File: src/rtl/mips_seq_divider.sv
// Iterative restoring divider for DIV/DIVU: one quotient bit per clock.
// Optional macro MIPS_DIV_ZERO_FAST_EN: divide-by-zero skips the RUN phase.
module mips_seq_divider #(
  parameter int WIDTH = 32
) (
  input  logic             clk,
  input  logic             rst_n,
  input  logic             start,
  input  logic             is_signed,
  input  logic [WIDTH-1:0] dividend,
  input  logic [WIDTH-1:0] divisor,
  output logic             busy,
  output logic             done,
  output logic [WIDTH-1:0] quotient,
  output logic [WIDTH-1:0] remainder,
  output logic             div_by_zero
);

  localparam int CW = (WIDTH > 1) ? $clog2(WIDTH) : 1;

  typedef enum logic [1:0] {
    IDLE,
    RUN,
    FIX
  } state_t;

  state_t           state, state_n;
  logic [WIDTH-1:0] q, rem, dvsr;
  logic [WIDTH-1:0] mag_a, mag_b;
  logic [WIDTH:0]   shifted, trial;
  logic [CW-1:0]    cnt;
  logic             q_neg, r_neg, dz;
  logic             last, dz_in;

  // Operand magnitudes, zero-divisor detect and one trial subtraction.
  always_comb begin
    mag_a   = dividend;
    mag_b   = divisor;
    if (is_signed && dividend[WIDTH-1])
      mag_a = -dividend;
    if (is_signed && divisor[WIDTH-1])
      mag_b = -divisor;
    dz_in   = (divisor == '0);
    last    = (cnt == CW'(WIDTH - 1));
    shifted = {rem, q[WIDTH-1]};
    trial   = shifted - {1'b0, dvsr};
  end

  // Next-state decode.
  always_comb begin
    state_n = state;
    unique case (state)
      IDLE: begin
        if (start) begin
`ifdef MIPS_DIV_ZERO_FAST_EN
          state_n = dz_in ? FIX : RUN;
`else
          state_n = RUN;
`endif
        end
      end
      RUN:     if (last) state_n = FIX;
      FIX:     state_n = IDLE;
      default: state_n = IDLE;
    endcase
  end

  // State register; reset aborts any operation in flight.
  always_ff @(posedge clk) begin
    if (!rst_n)
      state <= IDLE;
    else
      state <= state_n;
  end

  assign busy = (state != IDLE);

  // Datapath: capture, shift/subtract, sign fix and result registers.
  always_ff @(posedge clk) begin
    if (!rst_n) begin
      q           <= '0;
      rem         <= '0;
      dvsr        <= '0;
      cnt         <= '0;
      q_neg       <= 1'b0;
      r_neg       <= 1'b0;
      dz          <= 1'b0;
      done        <= 1'b0;
      quotient    <= '0;
      remainder   <= '0;
      div_by_zero <= 1'b0;
    end else begin
      done <= 1'b0;
      unique case (state)
        IDLE: begin
          if (start) begin
            q     <= mag_a;
            dvsr  <= mag_b;
            cnt   <= '0;
            q_neg <= is_signed & (dividend[WIDTH-1] ^ divisor[WIDTH-1]);
            r_neg <= is_signed & dividend[WIDTH-1];
            dz    <= dz_in;
            // With a zero divisor the full loop leaves |dividend| in rem;
            // the fast path preloads it so FIX sees the same value.
`ifdef MIPS_DIV_ZERO_FAST_EN
            rem   <= dz_in ? mag_a : '0;
`else
            rem   <= '0;
`endif
          end
        end
        RUN: begin
          cnt <= cnt + 1'b1;
          if (!trial[WIDTH]) begin
            rem <= trial[WIDTH-1:0];
            q   <= {q[WIDTH-2:0], 1'b1};
          end else begin
            rem <= shifted[WIDTH-1:0];
            q   <= {q[WIDTH-2:0], 1'b0};
          end
        end
        FIX: begin
          // Negating |dividend| restores the raw dividend for div-by-zero.
          quotient    <= dz ? '1 : (q_neg ? -q : q);
          remainder   <= r_neg ? -rem : rem;
          div_by_zero <= dz;
          done        <= 1'b1;
        end
        default: ;
      endcase
    end
  end

endmodule

File: config.mk
export PLATFORM = sky130hd
export DESIGN_NAME = mips_seq_divider
export DESIGN_NICKNAME = d
export VERILOG_FILES = /design/src/rtl/mips_seq_divider.sv
export SDC_FILE = /design/constraint.sdc
export NUM_CORES = 1
export LEC_CHECK = 0
export CORE_AREA = 2 2 179 252
export DETAILED_ROUTE_END_ITERATION = 7
export DIE_AREA = 0 0 181 254
export MAX_ROUTING_LAYER = met4
export PLACE_DENSITY = 0.46
export SYNTH_ARGS = -nofsm -noshare
export SYNTH_HDL_FRONTEND = slang
export SYNTH_SLANG_ARGS = --single-unit
File: constraint.sdc
create_clock -name clk -period 6.43 [get_ports clk]
set_clock_uncertainty 0.15 [all_clocks]
set_input_delay 1.286 -clock clk [delete_from_list [all_inputs] [get_ports clk]]
set_output_delay 1.286 -clock clk [all_outputs]
set_load 0.01 [all_outputs]
# ---- Yosys cells after proc, flatten, opt, wreduce, memory -nomap -nowiden
# Index checks and enable logic that the tools add are counted.
dict set report word_totals {
  register_bits 172
  in_bits 68
  output_inout_bits 67
  word_cells 52
}
dict set report classes {
  n_addsub 6
  eq_ne 5
  n_mux 17
  bitwise_logic 3
  reduce_logical 9
}
# op count
set ops {}
lappend ops {{$mux 32} 8}
lappend ops {{$neg 32->32} 4}
lappend ops {{$pmux 32 s2} 2}
lappend ops {{$sub 33x32->33} 1}
lappend ops {{$logic_not 32->1} 1}
lappend ops {{$pmux 5 s2} 1}
lappend ops {{$reduce_and 2->1} 3}
lappend ops {{$add 5x1->5 const B} 1}
lappend ops {{$eq 5x5->1 const B} 1}
lappend ops {{$mux 5} 1}
lappend ops {{$mux 2} 2}
lappend ops {{$ne 2x2->1 const B} 2}
lappend ops {{$pmux 2 s2} 1}
lappend ops {{$reduce_bool 2->1} 2}
lappend ops {{$and 1x1->1} 2}
lappend ops {{$eq 2x1->1 const B} 1}
lappend ops {{$eq 2x2->1 const B} 1}
lappend ops {{$logic_and 1x1->1} 2}
lappend ops {{$logic_not 2->1} 1}
lappend ops {{$mux 1} 2}
lappend ops {{$xor 1x1->1} 1}

# ---- Longest topological paths before layout
# Gate-level depths: netlist of run 1.
dict set report depth {
  ltp_word 4
  mapped_depth 15
}

# ---- Least setup slack after synthesis of run 1
# No wires, ideal clock.
dict set report synth_timing {
  kind {in2reg}
  startpoint {input divisor[4]}
  endpoint {register dvsr[30]}
  setup_ps 86
  arrival_ps 3478
  setup_slack_ps 2717
  cell_stages 8
  cell_sequence {or3_1 > nor3b_1 > and3_1 > nor4b_2 > nand2_1 > o41ai_1 > xor2_1 > a211oi_1}
}
dict set report synth_between {
  elab_chain_len 2
}
# item line
set synth_lines {}
lappend synth_lines {{from (decl)} 11} ;# input logic [WIDTH-1:0] divisor,
lappend synth_lines {{$neg 32->32} 42} ;# mag_b = -divisor;
lappend synth_lines {{$mux 32} 41} ;# if (is_signed && divisor[WIDTH-1])
lappend synth_lines {{to (signal assigned)} 98} ;# dvsr <= mag_b;
lappend synth_lines {{to (decl)} 28} ;# logic [WIDTH-1:0] q, rem, dvsr;
# No other way between the ends.
# A chain may end at the register's enable or synchronous reset.

# ---- Worst setup path in the final report of run 1
dict set report layout_timing {
  startpoint {register q[31]}
  endpoint {register rem[30]}
}
dict set report layout_between {
  elab_chain_len 3
}
# item line
set layout_lines {}
lappend layout_lines {{from (decl)} 28}
lappend layout_lines {{from (signal assigned)} 97} ;# q <= mag_a;
lappend layout_lines {{from (signal assigned)} 116} ;# q <= {q[WIDTH-2:0], 1'b1};
lappend layout_lines {{from (signal assigned)} 119} ;# q <= {q[WIDTH-2:0], 1'b0};
lappend layout_lines {{$sub 33x32->33} 46} ;# trial = shifted - {1'b0, dvsr};
lappend layout_lines {{$mux 32} 114} ;# if (!trial[WIDTH]) begin
lappend layout_lines {{$pmux 32 s2} 94} ;# unique case (state)
lappend layout_lines {{to (signal assigned)} 115} ;# rem <= trial[WIDTH-1:0];
lappend layout_lines {{to (signal assigned)} 118} ;# rem <= shifted[WIDTH-1:0];
lappend layout_lines {{to (decl)} 28}
# No other way between the ends.

==> run_results.csv, run 1 <==
group,metric,value,unit
floorplan,fp.dieArea,46000,µm²
clock_tree,cts_root_buf,"clkbuf_16",
global_routing,grt_pass1_wl,57800,µm
synthesis,syn_area_per_cell,7.79,µm²
detailed_routing,drt-total-wl,36800,µm
worst_hold_path,hold_end,"remainder[29]$_SDFFE_PN0P_",
finish,fill_cells,4717,
finish,final_nets,1574,
detailed_routing,via_per_inst,5.04,
pwr,peakVddDrop,0.184,mV
placed_design,gp_congestion,0.846,
critical_path,r2r_cells,14,
clock_tree,clk_pin_slew_worst_paths,0.07,ns
sta,worst_slack,1.96,ns
finish,areaGrowthSynthToFinish,22.4,%
pwr,power,0.00309,W
synthesis,ys_top_cells_by_area,"dfxtp_1 (32%), xor2_1 (6.5%), nand2_1 (5.3%), a21oi_1 (5.2%), ha_1 (4.4%)",
clock_tree,tritoncts_num_sinks,172,
finish,insertedDiodeCount,0,
floorplan,start_util,24.8,%
floorplan,boundaryPins,135,
global_routing,grt_usage,16.6,%
detailed_routing,vias,10276,
synthesis,synth_fp_nets,1497,
synthesis,syn_area,10800,µm²
worst_hold_path,whs_path_depth,2,
critical_path,worst-path-max-fanout,37,
critical_path,critPathMostFrequentCell,"buf_4",
sta,report.final.slew_viol_count,0,
sta,setup_viol,0,
global_routing,grt-ovfl-total,0,
detailed_routing,ant_nets,0,
critical_path,endpoint_kind,"flop",
synthesis,synth_flop_cell,"dfxtp_1",
floorplan,die_x,181,µm
sta,worst_pin_slew,1.08,ns
clock_tree,cts_max_path_buffers,2,
synthesis,yosysSeqAreaShare,31.8,%
placed_design,placed_area,12700,µm²
synthesis,yosys_warnings,0,
synthesis,ys_ff_latch,172,
detailed_routing,wl_per_cell,18.0,µm
detailed_routing,drt_iter0_drc,461,
critical_path,path_class,"flop to flop",
sta,tns,0,ns
sta,slew_headroom,27.6,%
synthesis,synth_top_area_share,31.8,%
placed_design,place_ws,1.69,ns
floorplan,fp.dieH,254,µm
critical_path,cp.arrival,4.65,ns
clock_tree,cts_setup_buffers,0,
finish,drive_gt1_share,4.93,%
sta,final_hold_viol_count,0,
sta,finalCritPeriodShare,69.6,%
global_routing,grt_pass1_vias,10308,
worst_hold_path,hold_start,"remainder[29]$_SDFFE_PN0P_",
critical_path,critPathRequiredTime,6.60,ns
synthesis,synth_top_area_cell,"dfxtp_1",
sta,fmax,0.223,GHz
job,max-cap-violations,0,
sta,grt_setup_unrepaired,"no",
placed_design,port_buffers,134,
critical_path,crit_chain,"inv_1 > ha_1 > fa_1 > nor2b_1 > o31a_1 > o2111ai_1 > a211oi_1 > o211ai_2 > a21oi_1 > or3_1 > buf_4 > and2_1 > buf_4 > o211ai_1",
synthesis,async_flop_share,0,%
clock_tree,htree_num_levels,4,
sta,period_minus_slack,4.47,ns
critical_path,reg2reg_from,"q[31]$_SDFFE_PN0P_",
placed_design,hpwlAfterDp,28100,µm
clock_tree,cts_buffers,17,
synthesis,synth_cells,1390,
global_routing,grt_antenna_before_repair,0,
critical_path,r2r_slack,1.96,ns
worst_hold_path,min_path_type,"flop to flop",
finish,layout_commonest_cell,"dfxtp_1",
pwr,p_per_area,233,nW/µm²
critical_path,slowest_delay,0.69,ns
synthesis,yosysUniqueCellTypes,68,
clock_tree,clk_latency,0.45,ns
outcome,status,"finished, final reports clean",
finish,final_area,13300,µm²
detailed_routing,first_pass_iters,5,
floorplan,core-area,43700,µm²
floorplan,rows,91,
clock_tree,cts_tree,"built",
critical_path,slowest_stage,"a211oi_1",
critical_path,start_kind,"flop",
sta,hold_ws,0.311,ns
detailed_routing,drc,0,
synthesis,synth_edf_count,0,
critical_path,regToRegEndpoint,"rem[30]$_SDFFE_PN0P_",
clock_tree,cts_resized,0,
finish,final_cell_mix,"dfxtp_1 (172), nand2_1 (152), clkdlybuf4s50_1 (133)",
global_routing,grt_max_degree,93,
clock_tree,hold_buffers,0,
pwr,leakage,4.97,nW
[sequential cells by signal, indices dropped and copies added, names as in the netlist]
register     flops
rem             32
r_neg            1
state            2
quotient        32
remainder       32
dvsr            32
div_by_zero      1
q               32
cnt              5
q_neg            1
done             1
dz               1
[synthesized netlist by cell type (30+ instances only)]
library cell / instances
a21oi_1: 112
dfxtp_1: 172
nand2_1: 152
o211ai_1: 38
xor2_1: 80
inv_1: 53
xnor2_1: 48
clkbuf_1: 76
ha_1: 38
nor2_1: 115
o21ai_0: 95
nand4_1: 30
a211oi_1: 40
[report_power, final]
group | switching [W] | leakage, nW | internal (W) | total [W]
sequential | 0.0000798 | 1.40 | 0.00111 | 0.00119
combinational | 0.000495 | 3.28 | 0.000335 | 0.000831
clock | 0.000513 | 0.300 | 0.000557 | 0.00107
[area by class of cell]
type	count	area (µm²)	share of cell area (%)
clock buffer	17	425	3.21
clock inverter	15	176	1.33
inverter	54	203	1.53
multi-input combinational	1074	6870	51.8
sequential	172	3440	26.0
tap	558	698	5.27
timing repair buffer	148	1440	10.9
[routing by layer]
metal  part of all wire, %  vias to the layer above  wire [µm]  GRT usage, %
li1                      -                     5197          -             -
met1                    39                     4846      14300          16.6
met2                    55                      171      20100          31.6
met3                   2.7                       62        983          2.67
met4                   3.7                        0       1370          7.08
met5                     0                        -          0             -
[cell families after synthesis]
group                    after synthesis  share of synthesized area, %
AO/OA/AOI/OAI                        447                          27.2
adder cells (fa/ha/maj)               39                          4.57
XOR/XNOR                             128                          10.3
AND/OR/NAND/NOR                      457                          20.6
buffers and inverters                144                          5.16
flip-flops                           172                          31.8
multiplexers                           3                         0.289
[metrics by stage]
step | instances | utilization [%]
2_1_floorplan | 1390 | -
3_3_place_gp | 2006 | 28.9
3_5_place_dp | 2006 | 28.9
4_1_cts | 2038 | 30.3
5_1_grt | 2038 | 30.3
6_report | 2038 | 30.3
[worst max-delay path by stage]
stage / slack, ns / cells past startpoint / from / to
after floorplan: 2.72 / 8 / divisor[4] / dvsr[30]$_SDFFE_PN0P_
after global placement: 1.74 / 10 / divisor[2] / dvsr[27]$_SDFFE_PN0P_
after detailed placement: 1.69 / 10 / divisor[2] / dvsr[27]$_SDFFE_PN0P_
after CTS: 1.95 / 14 / q[31]$_SDFFE_PN0P_ / rem[12]$_SDFFE_PN0P_
after global routing: 1.69 / 13 / rem[0]$_SDFFE_PN0P_ / rem[10]$_SDFFE_PN0P_
final: 1.96 / 14 / q[31]$_SDFFE_PN0P_ / rem[30]$_SDFFE_PN0P_
[critical path, delay by kind of cell (launching register included)]
family                     cells  cell delay, ns
and+or+nand+nor                3            0.54
buffers and inverters          3            0.81
adders and majority gates      2            0.65
AOI/OAI and AO/OA              6            1.80
DFF                            1            0.37
Power figures use the tool's default switching activity.
==> run 2: changes to the inputs <==
- PLACE_DENSITY: 0.46 -> 0.47
- clock period: 6.43 -> 3.6 ns (I/O delays scaled with it)
==> run_results.csv, run 2 (synthesis gave the netlist of run 1 again) <==
group,metric,value,unit
clock_tree,tritoncts_num_sinks,172,
finish,drive_gt1_share,9.28,%
sta,period_minus_slack,3.42,ns
critical_path,critPathMostFrequentCell,"a21oi_1",
pwr,peakVddDrop,0.302,mV
floorplan,fp.dieArea,46000,µm²
detailed_routing,ant_nets,0,
detailed_routing,drt-total-wl,37600,µm
critical_path,endpoint_kind,"flop",
floorplan,die_x,181,µm
pwr,leakage,5.34,nW
placed_design,gp_congestion,0.869,
sta,final_hold_viol_count,0,
clock_tree,cts_max_path_buffers,2,
critical_path,worst-path-max-fanout,25,
sta,worst_pin_slew,1.03,ns
critical_path,r2r_slack,0.18,ns
sta,hold_ws,0.309,ns
outcome,status,"finished, final reports clean",
placed_design,port_buffers,134,
critical_path,critPathRequiredTime,3.81,ns
clock_tree,cts_resized,0,
finish,final_cells,2109,
clock_tree,cts_root_buf,"clkbuf_16",
finish,areaGrowthSynthToFinish,27.7,%
critical_path,crit_chain,"ha_1 > o21ai_0 > o21bai_1 > a21oi_1 > a211oi_1 > buf_4 > o211ai_2 > a21oi_1 > or3_1 > and2_1 > buf_12 > o311ai_1",
clock_tree,cts_buffers,17,
worst_hold_path,whs_path_depth,2,
critical_path,slowest_stage,"dfxtp_1",
finish,layout_commonest_cell,"dfxtp_1",
pwr,p_per_area,403,nW/µm²
critical_path,regToRegEndpoint,"rem[2]$_SDFFE_PN0P_",
global_routing,grt-ovfl-total,0,
detailed_routing,wl_per_cell,17.8,µm
job,max-cap-violations,0,
worst_hold_path,hold_end,"remainder[29]$_SDFFE_PN0P_",
sta,finalCritPeriodShare,95.1,%
detailed_routing,vias,10535,
global_routing,grt_max_degree,58,
critical_path,reg2reg_from,"rem[7]$_SDFFE_PN0P_",
worst_hold_path,min_path_type,"flop to flop",
clock_tree,clk_latency,0.45,ns
global_routing,grt_usage,16.8,%
detailed_routing,drt_iter0_drc,588,
worst_hold_path,hold_start,"remainder[29]$_SDFFE_PN0P_",
critical_path,path_class,"flop to flop",
detailed_routing,via_per_inst,5.00,
placed_design,hpwlAfterDp,29700,µm
clock_tree,cts_setup_buffers,0,
global_routing,grt_antenna_before_repair,0,
floorplan,boundaryPins,135,
clock_tree,htree_num_levels,4,
finish,final_nets,1647,
critical_path,cp.arrival,3.63,ns
critical_path,slowest_delay,0.60,ns
global_routing,grt_pass1_vias,10487,
sta,setup_viol,0,
clock_tree,cts_tree,"built",
clock_tree,clk_pin_slew_worst_paths,0.08,ns
critical_path,start_kind,"flop",
finish,final_cell_mix,"dfxtp_1 (172), nand2_1 (152), clkdlybuf4s50_1 (133)",
clock_tree,hold_buffers,0,
floorplan,core-area,43700,µm²
critical_path,r2r_cells,12,
detailed_routing,drc,0,
finish,insertedDiodeCount,0,
sta,grt_setup_unrepaired,"no",
sta,slew_headroom,31.5,%
sta,fmax,0.292,GHz
sta,report.final.slew_viol_count,0,
floorplan,fp.dieH,254,µm
placed_design,place_inst,2079,
floorplan,start_util,24.8,%
global_routing,grt_pass1_wl,58600,µm
detailed_routing,first_pass_iters,5,
floorplan,rows,91,
run 2: area by class of cell:
class | instances | area, µm²
clock inverter | 11 | 101
fill | 4775 | 29900
timing repair buffer | 221 | 2080
inverter | 54 | 203
multi-input combinational | 1074 | 6860
clock buffer | 19 | 453
sequential | 172 | 3440
tap | 558 | 698
run 2: per-stage QoR:
stage                     power, W  setup TNS [ns]  cell area (µm²)  setup slack [ns]  util, %
after floorplan            0.00319               0            10800             0.367        -
after global placement     0.00381         -0.0328            13300           -0.0328     30.4
after detailed placement   0.00381         -0.0152            13300           -0.0152     30.4
after CTS                  0.00563               0            13800             0.169     31.7
after global routing       0.00588               0            13800            0.0196     31.7
final                      0.00557               0            13800             0.176     31.7
run 2: worst max-delay path: cells and delay by family, from the launching register on:
kind            cells  cell delay [ns]
flops               1             0.60
compound gates      7             1.20
buf+inv             2             0.33
fa+ha+maj           1             0.36
simple gates        2             0.66
run 2: power breakdown:
group | internal [W] | switching [W] | total (W)
combinational | 0.000717 | 0.000939 | 0.00166
sequential | 0.00199 | 0.000116 | 0.00210
clock | 0.000935 | 0.000877 | 0.00181
run 2: metal layers:
layer  part of all wire (%)  global-route usage (%)  vias up  wire length [µm]
met5                      0                       -        -                 0
li1                       -                       -     5345                 -
met1                     37                    16.2     4945             14100
met3                    2.9                    2.75       59              1080
met2                     56                    32.9      186             20900
met4                    4.0                    7.39        0              1490
run 2: worst max-delay path by stage:
stage	startpoint	endpoint	slack, ns	cells after the start
floorplan	q[31]$_SDFFE_PN0P_	rem[27]$_SDFFE_PN0P_	0.37	15
global placement	divisor[4]	dvsr[27]$_SDFFE_PN0P_	-0.03	11
detailed placement	divisor[4]	dvsr[27]$_SDFFE_PN0P_	-0.02	11
CTS	dvsr[14]$_SDFFE_PN0P_	rem[2]$_SDFFE_PN0P_	0.17	12
global route	dvsr[15]$_SDFFE_PN0P_	rem[2]$_SDFFE_PN0P_	0.02	11
finish	rem[7]$_SDFFE_PN0P_	rem[2]$_SDFFE_PN0P_	0.18	12
